[config.mk]
export PLATFORM = sky130hd
export DESIGN_NAME = mux_rr_sched
export DESIGN_NICKNAME = d
export VERILOG_FILES = /design/src/rtl/mux_rr_sched.sv
export SDC_FILE = /design/constraint.sdc
export NUM_CORES = 1
export LEC_CHECK = 0
export ABC_AREA = 1
export BUFFER_PORTS_ARGS = -buffer_cell sky130_fd_sc_hd__buf_4
export CAP_MARGIN = 5
export CORE_ASPECT_RATIO = 0.8
export CORE_UTILIZATION = 55
export DETAILED_ROUTE_END_ITERATION = 16
export HOLD_SLACK_MARGIN = 0.02
export PLACE_DENSITY = 0.78
export SLEW_MARGIN = 20
export SYNTH_ARGS = -nofsm -noshare
export SYNTH_HDL_FRONTEND = slang
export SYNTH_SLANG_ARGS = --single-unit
[constraint.sdc]
create_clock -name clk -period 5.3 [get_ports clk]
set_input_delay 0.265 -clock clk [delete_from_list [all_inputs] [get_ports clk]]
set_output_delay 0.265 -clock clk [all_outputs]
set_load 0.005 [all_outputs]
[src/rtl/mux_rr_sched.sv]
// rtl/mux_rr_sched.sv - round-robin scheduler for a shared 8:1 bit-select mux with valid/ready output
// Optional MUX_RR_PRIO_EN adds a priority channel override (prio_vld/prio_ch) for new grants.
module mux_rr_sched #(
    parameter int BURST = 1
) (
    input  logic       clk,
    input  logic       rst_n,
    input  logic       en,
    input  logic [7:0] req,
    input  logic       ready,
`ifdef MUX_RR_PRIO_EN
    input  logic       prio_vld,
    input  logic [2:0] prio_ch,
`endif
    output logic [2:0] sel,
    output logic [7:0] gnt,
    output logic       valid
);

    typedef enum logic {
        IDLE  = 1'b0,
        GRANT = 1'b1
    } state_t;

    localparam logic [3:0] BURST_LAST = 4'(BURST - 1);

    state_t     state, state_nxt;
    logic [2:0] ptr, ptr_nxt;
    logic [2:0] sel_nxt;
    logic [3:0] beat, beat_nxt;
    logic       prio_act, prio_act_nxt;

    logic       rr_found;
    logic [2:0] rr_sel;
    logic [2:0] idx;
    logic       prio_hit;
    logic [2:0] prio_sel;

`ifdef MUX_RR_PRIO_EN
    assign prio_hit = prio_vld & req[prio_ch];
    assign prio_sel = prio_ch;
`else
    assign prio_hit = 1'b0;
    assign prio_sel = 3'd0;
`endif

    // Walk from the farthest offset back to ptr so the nearest set request wins.
    always_comb begin
        rr_found = 1'b0;
        rr_sel   = ptr;
        idx      = ptr;
        for (int i = 7; i >= 0; i--) begin
            idx = ptr + 3'(i);
            if (req[idx]) begin
                rr_found = 1'b1;
                rr_sel   = idx;
            end
        end
    end

    always_comb begin
        state_nxt    = state;
        ptr_nxt      = ptr;
        sel_nxt      = sel;
        beat_nxt     = beat;
        prio_act_nxt = prio_act;
        case (state)
            IDLE: begin
                if (en && rr_found) begin
                    state_nxt = GRANT;
                    beat_nxt  = 4'd0;
                    if (prio_hit) begin
                        sel_nxt      = prio_sel;
                        prio_act_nxt = 1'b1;
                    end else begin
                        sel_nxt      = rr_sel;
                        prio_act_nxt = 1'b0;
                    end
                end
            end
            GRANT: begin
                if (ready) begin
                    if (beat == BURST_LAST || !req[sel]) begin
                        state_nxt = IDLE;
                        // A priority grant leaves the round-robin position untouched.
                        if (!prio_act) begin
                            ptr_nxt = sel + 3'd1;
                        end
                    end else begin
                        beat_nxt = beat + 4'd1;
                    end
                end
            end
            default: state_nxt = IDLE;
        endcase
    end

    always_ff @(posedge clk or negedge rst_n) begin
        if (!rst_n) begin
            state    <= IDLE;
            ptr      <= 3'd0;
            sel      <= 3'd0;
            beat     <= 4'd0;
            prio_act <= 1'b0;
        end else begin
            state    <= state_nxt;
            ptr      <= ptr_nxt;
            sel      <= sel_nxt;
            beat     <= beat_nxt;
            prio_act <= prio_act_nxt;
        end
    end

    assign valid = (state == GRANT);
    assign gnt   = valid ? (8'd1 << sel) : 8'd0;

endmodule

==> results of run 1 <==
## kinds of logic after synthesis
family | count (synthesis) | share of synthesized area [%]
buf+inv | 31 | 10.2
compound gates | 23 | 9.56
xor+xnor | 4 | 2.43
flops | 11 | 19.1
fa+ha+maj | 10 | 8.69
simple gates | 143 | 50.0
## area by class of cell
cell class	instances	area, µm²	share of cell area, %
Multi-Input combinational cell	180	1020	61.3
Sequential cell	11	275	16.6
Timing Repair Buffer	24	183	11.0
Inverter	28	113	6.78
Tap cell	36	45.0	2.71
Clock buffer	4	26.3	1.58
## layout by cell type (no fill, tap or decap), types with 10 or more instances in the layout
cell type,Yosys,layout
buf_4,0,23
ha_1,10,10
nand2_1,61,61
nor2_1,17,17
dfrtp_1,11,11
nand3_1,32,32
nand2_2,12,12
nand3_2,12,12
inv_1,22,22
a21oi_1,10,10
## routing by layer
layer  GRT usage [%]  vias to the layer above  part of all wire, %
li1                -                      771                    -
met1            36.1                      657                   51
met2            38.0                       55                   42
met3            4.86                        2                  7.0
met4            2.86                        0                 0.19
met5               0                        -                    0
## repair_timing
| item | in CTS | in global routing |
|---|---|---|
| hold buffers | 1 | 0 |
| setup buffers | 0 | 0 |
| hold endpoints to repair | 11 | 0 |
## flip-flops by register name, indices dropped and copies added, names as in the netlist
register	cells
beat	4
ptr	3
sel	3
valid	1
## through the flow
step                worst slack, ps  instance area (µm²)  utilization, %  instances  hold WS (ps)
finish                         2800                 1660            67.4        283           353
CTS                            2830                 1660            67.4        283           356
detailed placement             2840                 1620            66.0        278           104
floorplan                      3290                 1440               -        222         -30.6
global route                   2590                 1660            67.4        283           369
global placement               2880                 1620            66.0        278           108
## worst max-delay path: stages, from the launching register on
cell and delay (ps):
dfrtp_1 590, inv_2 170, ha_1 450, inv_2 160
nand3_1 160, nand3_2 120, nand2_2 90, nor2_2 110
nand2_2 70, o21bai_4 230, nand2_4 100, nand3_1 80
nand2_1 60
## final timing paths
| check | end | cells past startpoint | start |
|---|---|---|---|
| worst min-delay path | beat[0]$_DFFE_PN0P_ | 2 | rst_n |
| max in group asynchronous | sel[2]$_DFFE_PN0P_ | 2 | rst_n |
| min in group clk | valid$_DFF_PN0_ | 3 | ready |
| worst max register to register | beat[3]$_DFFE_PN0P_ | 12 | ptr[0]$_DFFE_PN0P_ |
| worst min register to register | beat[3]$_DFFE_PN0P_ | 2 | beat[3]$_DFFE_PN0P_ |
| worst max-delay path | beat[3]$_DFFE_PN0P_ | 12 | ptr[0]$_DFFE_PN0P_ |
## synthesized netlist by cell type (all sizes together), types with 2 or more instances
cell	number	area (µm²)
dfrtp	11	275
xor2	2	17.5
nand2	75	327
ha	10	125
o21ai	8	40.0
nor2	20	82.6
xnor2	2	17.5
a21oi	10	50.1
or2	3	18.8
buf	3	33.8
inv	28	113
nand3	44	280
==> impl_metrics.env, run 1 <==
export IMPL_cp_arrival_ps=2660
export IMPL_setup_viol=0
export IMPL_ys_seq_area_share_pct=19.1
export IMPL_yosys_most_used_dff="dfrtp_1"
export IMPL_io_pin_count=24
export IMPL_synth_edf_count=0
export IMPL_row_count=16
export IMPL_syn_avg_cell_area_um2=6.49
export IMPL_outcome="complete, no violations"
export IMPL_grt_pass1_wl_um=5120
export IMPL_ys_warnings_count=0
export IMPL_dr_pass1_iters=4
export IMPL_first_iter_violations=160
export IMPL_antenna_found_initial=0
export IMPL_maxSlewHeadroom_pct=67.5
export IMPL_post_drt_wl_per_cell_um=11.4
export IMPL_clk_pin_slew_ps=70
export IMPL_synth_cell_types=25
export IMPL_viasPerCell=5.25
export IMPL_dp_hpwl_um=2620
export IMPL_fin_skew_ps=5.60
export IMPL_tightest_slew_ps=487
export IMPL_synth_async_reset_ratio_pct=100
export IMPL_die_h_um=47.8
export IMPL_rrSetupSlack_ps=2800
export IMPL_numCtsBuffers=3
export IMPL_required_ps=5460
export IMPL_fp_dieW_um=59.2
export IMPL_syn2layout_area_growth_pct=15.3
export IMPL_cap_viol_max_count=0
export IMPL_remaining_drc_errors=0
export IMPL_timing_final_max_slew_violations=0
export IMPL_worst_skew_pair_late_latency_ps=270
export IMPL_hold_class="in -> async"
export IMPL_numClockSinks=11
export IMPL_n_antenna_cell=0
export IMPL_syn_inst=222
export IMPL_final_antenna_net_count=0
export IMPL_ys_seq_elements=11
export IMPL_tritoncts="done"
export IMPL_io_buffers=23
export IMPL_grt_use_total_pct=24.4
export IMPL_nets=270
export IMPL_cts_resized=0
export IMPL_root_buffer="clkbuf_4"
export IMPL_core_area_um2=2460
export IMPL_wl_um=3220
export IMPL_start_kind="flop"
export IMPL_initial_core_util_pct=58.5
export IMPL_min_period_over_period_pct=47.1
export IMPL_finalCriticalPeriod_ps=2500
export IMPL_syn_num_nets=244
export IMPL_grt_ovfl_total=0
export IMPL_ctsLongestPathBuffers=2
export IMPL_cp_end_kind="flop"
export IMPL_grt_pass1_vias=1176
export IMPL_n_fill_cell=220
export IMPL_max_freq_mhz=400
export IMPL_htreeDepth=1
export IMPL_hold_viol=0
export IMPL_syn_cell_area_um2=1440
export IMPL_crit_fanout=12
export IMPL_drive_above_1_share_pct=26.7
export IMPL_timing_setup_tns_ps=0
export IMPL_grt_max_degree=13
export IMPL_place_congestion=0.926
export IMPL_rsz0062_at_grt="false"
export IMPL_vias=1485
export IMPL_dieArea_um2=2830
export IMPL_critPathKind="reg -> reg"
Power of run 1 is left out: the tool's default activity adds up to more than one toggle a clock period on the data nets, which glitch-free logic cannot reach.
==> run 2, diff against run 1 <==
==> constraint.sdc (replaced) <==
create_clock -name clk -period 2.3 [get_ports clk]
set_input_delay 0.115 -clock clk [delete_from_list [all_inputs] [get_ports clk]]
set_output_delay 0.115 -clock clk [all_outputs]
set_load 0.005 [all_outputs]
==> impl_metrics.env, run 2 (synthesis results as in run 1) <==
export IMPL_outcome="complete, no violations"
export IMPL_worst_skew_pair_late_latency_ps=270
export IMPL_place_worst_setup_slack_ps=166
export IMPL_wl_um=3440
export IMPL_cp_slowest_cell="dfrtp_1"
export IMPL_required_ps=2450
export IMPL_place_inst=281
export IMPL_ctsLongestPathBuffers=2
export IMPL_hold_viol=0
export IMPL_timing_final_max_slew_violations=0
export IMPL_io_buffers=23
export IMPL_setup_viol=0
export IMPL_clk_pin_slew_ps=70
export IMPL_critPathMaxStageDelay_ps=420
export IMPL_nets=273
export IMPL_tritoncts="done"
export IMPL_final_antenna_net_count=0
export IMPL_post_cts_setup_buffers=0
export IMPL_io_pin_count=24
export IMPL_cap_viol_max_count=0
export IMPL_grt_use_total_pct=25.8
export IMPL_layout_cells_most_common_list="nand2_1, nand3_1, buf_4"
export IMPL_timing_rr_start="ptr[1]$_DFFE_PN0P_"
export IMPL_startpoint="ptr[1]$_DFFE_PN0P_"
export IMPL_cp_cell_sequence="inv_6, ha_2, inv_2, nand3_1, nand3_1, nand2_2, nor2_2, nand2_2, o21bai_4, inv_1, nor2_1, a21oi_1"
export IMPL_r2r_end="sel[2]$_DFFE_PN0P_"
export IMPL_core_area_um2=2460
export IMPL_antenna_found_initial=0
export IMPL_finish_utilization_pct=68.8
export IMPL_tightest_slew_ps=451
export IMPL_whs_ps=217
export IMPL_hold_class="in -> async"
export IMPL_fin_ws_ps=182
export IMPL_dr_pass1_iters=4
export IMPL_remaining_drc_errors=0
export IMPL_viasPerCell=5.27
export IMPL_critPathKind="reg -> reg"
export IMPL_syn2layout_area_growth_pct=17.5
export IMPL_n_antenna_cell=0
export IMPL_htreeDepth=1
export IMPL_initial_core_util_pct=58.5
export IMPL_grt_pass1_wl_um=5430
export IMPL_grt_pass1_vias=1226
export IMPL_fp_dieW_um=59.2
export IMPL_rrSetupSlack_ps=180
export IMPL_place_congestion=0.962
export IMPL_grt_ovfl_total=0
export IMPL_reg_top3="beat (4), ptr (3), sel (3)"
export IMPL_max_flop_register="beat"
export IMPL_maxSlewHeadroom_pct=69.9
export IMPL_post_drt_wl_per_cell_um=12.0
export IMPL_vias=1507
export IMPL_final_common_cell="nand2_1"
export IMPL_cp_end_kind="flop"
export IMPL_numCtsBuffers=3
export IMPL_first_iter_violations=130
export IMPL_max_freq_mhz=472
export IMPL_r2r_cells=12
export IMPL_row_count=16
export IMPL_grt_max_degree=12
export IMPL_drive_above_1_share_pct=28.4
export IMPL_dp_hpwl_um=2770
export IMPL_dieArea_um2=2830
export IMPL_largest_reg_flops=4
export IMPL_min_period_over_period_pct=92.1
export IMPL_numClockSinks=11
export IMPL_start_kind="flop"
export IMPL_crit_fanout=9
export IMPL_fin_skew_ps=3.34
export IMPL_cp_arrival_ps=2270
export IMPL_finalCriticalPeriod_ps=2120
export IMPL_root_buffer="clkbuf_4"
export IMPL_final_cells=286
export IMPL_die_h_um=47.8
-- run 2: cell types whose count changed in the layout (fill, tap and decap cells not counted) --
cell	before	now
buf_4	23	26
xnor2_2	0	1
ha_1	10	9
ha_2	0	1
xnor2_1	2	1
-- run 2: stage by stage --
step                      cell area (µm²)  setup TNS, ps
final                                1690              0
after detailed placement             1650              0
after CTS                            1680              0
after global routing                 1690          -6.81
after floorplan                      1440              0
after global placement               1650              0
-- run 2: layer usage --
layer	GRT usage (%)	share of wire (%)	vias to the layer above
li1	-	-	776
met1	40.4	51	674
met2	38.9	42	57
met3	4.05	7.5	0
met4	1.43	0	0
met5	0	0	-
-- run 2: final cells by class --
| type | instances | area (µm²) |
|---|---|---|
| clock buffers | 4 | 26.3 |
| fillers | 242 | 769 |
| inverters | 28 | 113 |
| multi-input cells | 180 | 1030 |
| flip-flops and latches | 11 | 275 |
| well taps | 36 | 45.0 |
| repair buffers | 27 | 205 |
-- run 2: worst max path at each step --
stage / endpoint / slack [ps] / depth (start not counted)
floorplan: beat[2]$_DFFE_PN0P_ / 290 / 13
global placement: beat[3]$_DFFE_PN0P_ / 220 / 12
detailed placement: sel[2]$_DFFE_PN0P_ / 170 / 12
CTS: sel[2]$_DFFE_PN0P_ / 160 / 12
global route: sel[2]$_DFFE_PN0P_ / -7 / 12
finish: sel[2]$_DFFE_PN0P_ / 180 / 12
-- run 2: critical path, delay by kind of cell, from the launching register on --
kind / cells / cell delay, ps
AND/OR/NAND/NOR: 6 / 640
flip-flops: 1 / 420
AO/OA/AOI/OAI: 2 / 290
buffers and inverters: 3 / 320
adder cells (fa/ha/maj): 1 / 330
-- run 2: timing repair --
| action | CTS | global route |
|---|---|---|
| hold buffers | 1 | 0 |
| hold endpoints to repair | 11 | 0 |
| gates resized for setup | 0 | 2 |
| setup endpoints to repair | 0 | 6 |
Power of run 2 is left out for the same reason.
